## src/rtl/control_host_link_if.sv

```systemverilog
// control_host_link_if: groups the host pipe endpoints and the memory_control
// command/result stream into one bundle. The master side is the environment
// (host glue plus memory_control); the slave side is control_host_link.
interface control_host_link_if #(
   parameter int DEPTH_LOG2 = 4
);
   // host pipe-in (commands toward memory_control)
   logic                  pipe_in_write;
   logic [31:0]           pipe_in_data;
   // command stream toward memory_control (first-word-fall-through)
   logic                  cmd_empty;
   logic                  cmd_read;
   logic [31:0]           cmd_data;
   // result stream from memory_control
   logic                  res_valid;
   logic [31:0]           res_data;
   logic                  res_read;
   // host pipe-out (results toward host)
   logic                  pipe_out_read;
   logic [31:0]           pipe_out_data;
   // status
   logic [DEPTH_LOG2:0]   cmd_count;
   logic [DEPTH_LOG2:0]   res_count;
   logic                  cmd_full;
   logic                  res_empty;
   logic                  overflow;
   logic                  underflow;

   modport master (
      output pipe_in_write, pipe_in_data, cmd_read, res_valid, res_data, pipe_out_read,
      input  cmd_empty, cmd_data, res_read, pipe_out_data,
             cmd_count, res_count, cmd_full, res_empty, overflow, underflow
   );

   modport slave (
      input  pipe_in_write, pipe_in_data, cmd_read, res_valid, res_data, pipe_out_read,
      output cmd_empty, cmd_data, res_read, pipe_out_data,
             cmd_count, res_count, cmd_full, res_empty, overflow, underflow
   );
endinterface

```

## src/rtl/control_host_link.sv

```systemverilog
// control_host_link: two independent circular FIFOs between the host pipe
// endpoints and memory_control. The command FIFO turns host pipe-in words into
// a first-word-fall-through stream; the result FIFO drains memory_control
// results for the host pipe-out. Optional macro HOST_LINK_FLUSH_EN adds a
// synchronous flush port that empties both FIFOs without touching the sticky
// error flags.
module control_host_link #(
   parameter int DEPTH_LOG2 = 4
) (
   input  logic clk,
   input  logic rst,
`ifdef HOST_LINK_FLUSH_EN
   input  logic flush,
`endif
   control_host_link_if.slave bus
);

   localparam int DEPTH = 2 ** DEPTH_LOG2;
   localparam logic [DEPTH_LOG2:0]   CNT_FULL = (DEPTH_LOG2 + 1)'(DEPTH);
   localparam logic [DEPTH_LOG2:0]   CNT_ONE  = (DEPTH_LOG2 + 1)'(1);
   localparam logic [DEPTH_LOG2-1:0] PTR_ONE  = (DEPTH_LOG2)'(1);

   // storage and pointers
   logic [31:0]           cmd_mem [DEPTH];
   logic [31:0]           res_mem [DEPTH];
   logic [DEPTH_LOG2-1:0] cmd_wr_ptr, cmd_rd_ptr;
   logic [DEPTH_LOG2-1:0] res_wr_ptr, res_rd_ptr;
   logic [DEPTH_LOG2:0]   cmd_cnt, res_cnt;
   logic                  overflow_q, underflow_q;

   // status decoded from the registered counts
   logic cmd_empty_w, cmd_full_w, res_empty_w, res_full_w;
   logic cmd_push, cmd_pop, res_push, res_pop, res_read_w;

   assign cmd_empty_w = (cmd_cnt == '0);
   assign cmd_full_w  = (cmd_cnt == CNT_FULL);
   assign res_empty_w = (res_cnt == '0);
   assign res_full_w  = (res_cnt == CNT_FULL);

   // Push/pop qualification and result back-pressure.
   always_comb begin
      // NOTE: every output of a combinational block gets a default first so no path leaves it unassigned and infers a latch.
      cmd_pop    = 1'b0;
      cmd_push   = 1'b0;
      res_read_w = 1'b0;
      res_pop    = 1'b0;
      cmd_pop    = bus.cmd_read & ~cmd_empty_w;
      // a pop in the same cycle frees the slot a write into a full FIFO needs
      cmd_push   = bus.pipe_in_write & (~cmd_full_w | cmd_pop);
`ifdef HOST_LINK_FLUSH_EN
      res_read_w = bus.res_valid & ~res_full_w & ~flush;
`else
      res_read_w = bus.res_valid & ~res_full_w;
`endif
      res_pop    = bus.pipe_out_read & ~res_empty_w;
   end

   assign res_push = res_read_w;

   // Command FIFO pointers and occupancy.
   always_ff @(posedge clk) begin
      // NOTE: state registers use non-blocking assignments so every register samples pre-edge values.
      if (rst) begin
         cmd_wr_ptr <= '0;
         cmd_rd_ptr <= '0;
         cmd_cnt    <= '0;
      end
`ifdef HOST_LINK_FLUSH_EN
      else if (flush) begin
         cmd_wr_ptr <= '0;
         cmd_rd_ptr <= '0;
         cmd_cnt    <= '0;
      end
`endif
      else begin
         if (cmd_push) cmd_wr_ptr <= cmd_wr_ptr + PTR_ONE;
         if (cmd_pop)  cmd_rd_ptr <= cmd_rd_ptr + PTR_ONE;
         unique case ({cmd_push, cmd_pop})
            2'b10:   cmd_cnt <= cmd_cnt + CNT_ONE;
            2'b01:   cmd_cnt <= cmd_cnt - CNT_ONE;
            default: cmd_cnt <= cmd_cnt;
         endcase
      end
   end

   // Result FIFO pointers and occupancy.
   always_ff @(posedge clk) begin
      if (rst) begin
         res_wr_ptr <= '0;
         res_rd_ptr <= '0;
         res_cnt    <= '0;
      end
`ifdef HOST_LINK_FLUSH_EN
      else if (flush) begin
         res_wr_ptr <= '0;
         res_rd_ptr <= '0;
         res_cnt    <= '0;
      end
`endif
      else begin
         if (res_push) res_wr_ptr <= res_wr_ptr + PTR_ONE;
         if (res_pop)  res_rd_ptr <= res_rd_ptr + PTR_ONE;
         unique case ({res_push, res_pop})
            2'b10:   res_cnt <= res_cnt + CNT_ONE;
            2'b01:   res_cnt <= res_cnt - CNT_ONE;
            default: res_cnt <= res_cnt;
         endcase
      end
   end

   // FIFO storage writes.
   always_ff @(posedge clk) begin
      // NOTE: the RAMs are deliberately not reset; the reset pointers/counts make stale words unreachable.
      if (cmd_push) cmd_mem[cmd_wr_ptr] <= bus.pipe_in_data;
      if (res_push) res_mem[res_wr_ptr] <= bus.res_data;
   end

   // Sticky error flags, cleared only by reset.
   always_ff @(posedge clk) begin
      if (rst) begin
         overflow_q  <= 1'b0;
         underflow_q <= 1'b0;
      end else begin
         if (bus.pipe_in_write & ~cmd_push)    overflow_q  <= 1'b1;
         if (bus.pipe_out_read & res_empty_w)  underflow_q <= 1'b1;
      end
   end

   // outputs
   assign bus.cmd_empty     = cmd_empty_w;
   assign bus.cmd_full      = cmd_full_w;
   assign bus.cmd_data      = cmd_empty_w ? 32'h0 : cmd_mem[cmd_rd_ptr];
   assign bus.cmd_count     = cmd_cnt;
   assign bus.res_read      = res_read_w;
   assign bus.res_empty     = res_empty_w;
   assign bus.pipe_out_data = res_empty_w ? 32'h0 : res_mem[res_rd_ptr];
   assign bus.res_count     = res_cnt;
   assign bus.overflow      = overflow_q;
   assign bus.underflow     = underflow_q;

endmodule

```

## src/flat_wrapper.sv

```systemverilog
// flat-port wrapper written by rule: the top's interface ports become plain ports
module control_host_link_flat 
#(
   parameter int DEPTH_LOG2 = 4
)
  (clk, rst, bus_pipe_in_write, bus_pipe_in_data, bus_cmd_read, bus_res_valid, bus_res_data, bus_pipe_out_read, bus_cmd_empty, bus_cmd_data, bus_res_read, bus_pipe_out_data, bus_cmd_count, bus_res_count, bus_cmd_full, bus_res_empty, bus_overflow, bus_underflow);
  control_host_link_if #(.DEPTH_LOG2(DEPTH_LOG2)) bus_i ();
  input  logic clk;
  input  logic rst;
  input wire logic [$bits(bus_i.pipe_in_write)-1:0] bus_pipe_in_write;
  input wire logic [$bits(bus_i.pipe_in_data)-1:0] bus_pipe_in_data;
  input wire logic [$bits(bus_i.cmd_read)-1:0] bus_cmd_read;
  input wire logic [$bits(bus_i.res_valid)-1:0] bus_res_valid;
  input wire logic [$bits(bus_i.res_data)-1:0] bus_res_data;
  input wire logic [$bits(bus_i.pipe_out_read)-1:0] bus_pipe_out_read;
  output wire logic [$bits(bus_i.cmd_empty)-1:0] bus_cmd_empty;
  output wire logic [$bits(bus_i.cmd_data)-1:0] bus_cmd_data;
  output wire logic [$bits(bus_i.res_read)-1:0] bus_res_read;
  output wire logic [$bits(bus_i.pipe_out_data)-1:0] bus_pipe_out_data;
  output wire logic [$bits(bus_i.cmd_count)-1:0] bus_cmd_count;
  output wire logic [$bits(bus_i.res_count)-1:0] bus_res_count;
  output wire logic [$bits(bus_i.cmd_full)-1:0] bus_cmd_full;
  output wire logic [$bits(bus_i.res_empty)-1:0] bus_res_empty;
  output wire logic [$bits(bus_i.overflow)-1:0] bus_overflow;
  output wire logic [$bits(bus_i.underflow)-1:0] bus_underflow;
  assign bus_i.pipe_in_write = bus_pipe_in_write;
  assign bus_i.pipe_in_data = bus_pipe_in_data;
  assign bus_i.cmd_read = bus_cmd_read;
  assign bus_i.res_valid = bus_res_valid;
  assign bus_i.res_data = bus_res_data;
  assign bus_i.pipe_out_read = bus_pipe_out_read;
  assign bus_cmd_empty = bus_i.cmd_empty;
  assign bus_cmd_data = bus_i.cmd_data;
  assign bus_res_read = bus_i.res_read;
  assign bus_pipe_out_data = bus_i.pipe_out_data;
  assign bus_cmd_count = bus_i.cmd_count;
  assign bus_res_count = bus_i.res_count;
  assign bus_cmd_full = bus_i.cmd_full;
  assign bus_res_empty = bus_i.res_empty;
  assign bus_overflow = bus_i.overflow;
  assign bus_underflow = bus_i.underflow;
  control_host_link #(.DEPTH_LOG2(DEPTH_LOG2)) u_core (.clk(clk), .rst(rst), .bus(bus_i));
endmodule
```

## config.mk

```make
export PLATFORM = sky130hd
export DESIGN_NAME = control_host_link_flat
export DESIGN_NICKNAME = d
export VERILOG_FILES = /design/src/rtl/control_host_link_if.sv /design/src/rtl/control_host_link.sv /design/src/flat_wrapper.sv
export SDC_FILE = /design/constraint.sdc
export NUM_CORES = 1
export LEC_CHECK = 0
export ABC_AREA = 1
export CORE_MARGIN = 10
export CORE_UTILIZATION = 43
export DETAILED_ROUTE_END_ITERATION = 12
export PLACE_DENSITY = 0.62
export REMOVE_ABC_BUFFERS = 1
export SYNTH_ARGS = -nofsm -noshare
export SYNTH_HDL_FRONTEND = slang
export SYNTH_SLANG_ARGS = --single-unit
```

## constraint.sdc

```tcl
create_clock -name clk -period 5.9 [get_ports clk]
set_clock_uncertainty 0.05 [all_clocks]
set_input_delay 1.77 -clock clk [delete_from_list [all_inputs] [get_ports clk]]
set_output_delay 1.77 -clock clk [all_outputs]
set_load 0.01 [all_outputs]
```

## After elaboration in Yosys (flattened, before gate mapping)

Memory sizes are Yosys's and may differ from the RTL's. A register that Yosys moved wholly into a read port is not among the register bits.
Index checks and enable logic that the tools add are counted.

| cells by class | value |
|---|---|
| add/subtract/negate cells | 8 |
| equality and inequality tests | 6 |
| mux-type cells | 12 |
| bitwise operators | 12 |
| reductions and logical operators | 4 |

Operator list:

| kind | number |
|---|---|
| 2-to-1 mux 32 bit | 2 |
| case mux 5 bit (2 select lines) | 2 |
| adder 4 x 1 -> 4 bit (second input constant) | 4 |
| 2-to-1 mux 4 bit | 4 |
| adder 5 x 1 -> 5 bit (second input constant) | 2 |
| equality test 5 bit (second input constant) | 2 |
| logical NOT 5 bit | 2 |
| subtractor 5 x 1 -> 5 bit (second input constant) | 2 |
| bitwise AND 1 bit | 6 |
| inverter 1 bit | 5 |
| equality test 2 x 1 -> 1 bit (second input constant) | 2 |
| equality test 2 bit (second input constant) | 2 |
| 2-to-1 mux 1 bit | 4 |
| nonzero test 2 bit | 2 |
| bitwise OR 1 bit | 1 |

| word-level totals | value |
|---|---|
| register bits | 28 |
| bits in writable memories | 1,024 |
| bits of input ports | 70 |
| logic and storage cells | 52 |
| memories | 2 |

Memory list:

| memory | depth | width | read ports | clocked after Yosys merged registers in | write ports | RTL line | RTL |
|---|---|---|---|---|---|---|---|
| u_core.cmd_mem | 16 | 32 | 1 | 1 | 1 | control_host_link.sv:24 | `logic [31:0] cmd_mem [DEPTH];` |
| u_core.res_mem | 16 | 32 | 1 | 1 | 1 | control_host_link.sv:25 | `logic [31:0] res_mem [DEPTH];` |

## Longest topological paths before layout

| depth | value |
|---|---|
| word-level depth | 7 |
| mapped depth | 17 |
| gate-level depth less buffers | 17 |

## Worst setup path before layout

OpenSTA, ideal clock, no wires.

| path | value |
|---|---|
| path kind | in2reg |
| start | input port bus_cmd_read |
| end | memory u_core.cmd_mem[3][0], enable pin |
| library setup time | 0.461 ns |
| data arrival time | 4.233 ns |
| required time | 5.389 ns |
| setup slack | 1.156 ns |
| cell stages on the path | 4 |
| path buffers | 0 |
| path through | inv_1 nand4_1 nand2_2 nor3_1 |

| between the ends | value |
|---|---|
| longest elaborated chain between the ends | 5 |

RTL lines:

| element | RTL line | RTL |
|---|---|---|
| from (decl) | flat_wrapper.sv:12 | `input wire logic [$bits(bus_i.cmd_read)-1:0] bus_cmd_read;` |
| bitwise AND 1 bit | control_host_link.sv:47 | `cmd_pop = bus.cmd_read & ~cmd_empty_w;` |
| bitwise OR 1 bit | control_host_link.sv:49 | `cmd_push = bus.pipe_in_write & (~cmd_full_w \| cmd_pop);` |
| bitwise AND 1 bit | control_host_link.sv:49 |  |
| 2-to-1 mux 1 bit | control_host_link.sv:114 | `if (cmd_push) cmd_mem[cmd_wr_ptr] <= bus.pipe_in_data;` |
| 2-to-1 mux 1 bit (implied by the code) | control_host_link.sv:114 |  |
| to (decl) | control_host_link.sv:24 |  |

No other way between the ends.

==> metrics.log <==
INFO  metric run_status = finished, final reports clean
INFO  metric antenna_found_initial = 13
INFO  metric worst_hold_startpoint = u_core.cmd_rd_ptr[2]
INFO  metric cts-htree-levels = 3
INFO  metric synth_cells = 3642
INFO  metric avgViaCountPerCell = 5.32
INFO  metric worstPathBufferInverterCount = 2
INFO  metric r2r-start = u_core.bus.cmd_count[2]
INFO  metric finalCriticalPeriod = between 5000 and 6000 ps
INFO  metric critPathMostFrequentCell = sky130_fd_sc_hd__nand2_1
INFO  metric critical_path.top_delay_family = buffers and inverters
INFO  metric grt_first_pass_wirelength = ~160000 um
INFO  metric dpl_cell_area = 0.0458 mm2
INFO  metric share_of_synthesized_area_occupied_by_flip_flops_and_latches = 72.9%
INFO  metric final_antenna_net_count = 0
INFO  metric num-nets-final = around 3.8k
INFO  metric finalSetupViolCount = 0
INFO  metric crit_required = 4080 ps
INFO  metric initial_utilization = 43.2%
INFO  metric post-dp-hpwl = 53600 um
INFO  metric core_region_area = 0.0999 mm2
INFO  metric yosys_warnings = 0
INFO  metric timing_max_transition_violations_final = 0
INFO  metric vias_in_the_first_global_route = 26.4k
INFO  metric cts_tree = done
INFO  metric max_cap_viol_count = 0
INFO  metric critical_path.reg2reg.endpoint = u_core.bus.cmd_count[4]
INFO  metric path_cells = buf_4 > nand3_1 > nand2_1 > nand2_1 > a21oi_1 > clkdlybuf4s50_1
INFO  metric yosysUniqueCellTypes = 30
INFO  metric post-route-period-util = 90.9%
INFO  metric dieWidth = 337 um
INFO  metric report.final.hold_viol_count = 0
INFO  metric rr_worst_depth = 16
INFO  metric grtUsageTotal = approximately a fifth
INFO  metric setup.worst_path.class = flop to output port
INFO  metric num_vias = 27.4k
INFO  metric crit_slowest_cell = sky130_fd_sc_hd__dfxtp_2
INFO  metric finalHoldWorstSlack = 413 ps
INFO  metric post-cts-setup-buffers = 0
INFO  metric leakage = 17.5 nW
INFO  metric final_common_cell = sky130_fd_sc_hd__nand2_1
INFO  metric drtIter0Drc = 2636
INFO  metric final_layout_size_suffix_gt1_share = 7.10%
INFO  metric globalRouteOverflowTotal = 0
INFO  metric crit_fanout = 43
INFO  metric cts_buffer_depth = 3
INFO  metric worstSkewPairLatency = roughly 710 ps
INFO  metric fp-row-count = around 120
INFO  metric ys_ff_latch = about 1.1k
INFO  metric power.density_cell_area = between 400 and 500 mW/mm2
INFO  metric cpPeakStageDelay = 730 ps
INFO  metric worst_setup_path_start_kind = flop
INFO  metric synthesis.area_per_instance = 11.8 um2
INFO  metric routed_wirelength = 108000 um
INFO  metric grt_setup_unrepaired = false
INFO  metric fp.dieH = 337 um
INFO  metric max_clock_freq = 0.186 GHz
INFO  metric synthesis.area = 0.0432 mm2
INFO  metric ctsHoldBuffers = 0
INFO  metric final_cell_mix = sky130_fd_sc_hd__nand2_1, sky130_fd_sc_hd__edfxtp_1, sky130_fd_sc_hd__nand3_1, sky130_fd_sc_hd__clkdlybuf4s50_1, sky130_fd_sc_hd__clkbuf_16
INFO  metric worst-slew-pin-transition = between 1000 and 1500 ps
INFO  metric clock_sinks = 1060
INFO  metric clkSlewWorstSetupHoldPaths = 60 ps
INFO  metric endpoint_kind = output port
INFO  metric io_buffers = 149
INFO  metric worstPathArrival = 3540 ps
INFO  metric drc = 0
INFO  metric router_iterations_before_antenna_repair = 5
INFO  metric io_pins = 150
INFO  metric final_design_area_no_fill = 0.0492 mm2
INFO  metric hold_class = flop to flop
INFO  metric dieArea = 0.113 mm2
INFO  metric wire_per_inst = 21.0 um
INFO  metric weighted_congestion_reported_at_the_end_of_routability_driven_placement = 0.739
INFO  metric number_of_buffers_created_by_cts = 109
INFO  metric min_path_cells = 2
INFO  metric max_slew_margin = 23.7%
INFO  metric root_buffer = sky130_fd_sc_hd__clkbuf_16
INFO  metric vdd_drop_max = 0.000545 V
INFO  metric area_growth_syn_to_layout = 14.1%
INFO  metric cts_resized = 0
INFO  metric grt_max_degree = 183
INFO  metric r2r_setup_slack = ~3100 ps
metrics by stage:
| step | TNS (ps) | std cells | worst slack [ps] | total power [W] | util [%] |
|---|---|---|---|---|---|
| after global routing | 0 | 5147 | 368 | 0.0220 | 49.3 |
| after floorplan | -216870 | 3423 | -3820 | 0.0123 | - |
| after CTS | 0 | 5145 | 471 | 0.0211 | 49.3 |
| final | 0 | 5147 | 536 | 0.0210 | 49.3 |
| after detailed placement | 0 | 4944 | 908 | 0.0145 | 45.9 |
| after global placement | 0 | 4944 | 929 | 0.0145 | 45.9 |
tightest hold or removal path, cell delays in order (launching register included):
cell and delay, ps:
sky130_fd_sc_hd__dfxtp_1 330, sky130_fd_sc_hd__inv_1 60, sky130_fd_sc_hd__a21oi_1 70
area by class of cell:
class	instances	area, um2
Fill cell	8662	50600
Sequential cell	1060	31500
Multi-Input combinational cell	2314	10300
Clock buffer	141	2920
Timing Repair Buffer	223	2210
Tap cell	1298	1620
Clock inverter	60	507
Inverter	49	201
Antenna cell	2	5.00
per-layer routing:
layer	share of wire, %	global-route usage [%]	vias up
met2	47	30.2	893
met5	0.12	0	-
met4	1.9	5.03	20
met3	7.6	3.65	168
li1	-	-	12997
met1	43	25.5	13323
report_power, final:
part / internal [W] / switching, W / total [W]
Sequential: 0.00848 / 0.000151 / 0.00864
Combinational: 0.00199 / 0.00374 / 0.00573
Clock: 0.00375 / 0.00284 / 0.00659
registers in the layout, summed over array words and instances, names as in the netlist, named ones only:
signal / count
u_core.bus.cmd_count: 5
u_core.bus.underflow: 1
u_core.bus.overflow: 1
u_core.res_wr_ptr: 4
u_core.cmd_wr_ptr: 4
u_core.cmd_rd_ptr: 4
u_core.cmd_mem: 512
u_core.res_rd_ptr: 4
u_core.bus.res_count: 5
u_core.res_mem: 512
cells in the mapped netlist (all sizes together):
cell / number / share of area, %
nand2: 1340 / 12
edfxtp: 1024 / 71
nand3: 782 / 9.1
buf: 177 / 2.9
a21oi: 90 / 1.1
nor2: 49 / 0.43
inv: 46 / 0.41
clkbuf: 42 / 0.37
dfxtp: 36 / 1.7
ha: 18 / 0.52
o21ai: 15 / 0.17
xor2: 7 / 0.14
xnor2: 4 / 0.081
clkinv: 3 / 0.038
nand4: 3 / 0.043
nor3: 2 / 0.023
a31oi: 1 / 0.015
fa: 1 / 0.046
nand3b: 1 / 0.017
o21bai: 1 / 0.017
how the worst max path moves through the flow:
stage,start,to,slack (ps),cells past startpoint
2_1_floorplan,flop,bus_cmd_data[0],-3820,7
3_3_place_gp,bus_res_valid,bus_res_read,930,4
3_5_place_dp,bus_res_valid,bus_res_read,910,4
4_1_cts,flop,bus_pipe_out_data[9],470,6
5_1_grt,flop,bus_pipe_out_data[9],370,6
6_report,flop,bus_pipe_out_data[9],540,6
logic make-up (layout without fill, tap and decap cells):
family	Yosys count	count (layout)	synth area share, %
AOI/OAI and AO/OA	107	107	1.28
xor gates and xnor gates	11	11	0.223
adders and majority gates	19	19	0.568
buffers and inverters	268	473	3.76
DFF	1060	1060	72.9
other	0	2	0
and+or+nand+nor	2177	2177	21.2
(Power assumes the default switching activity.)
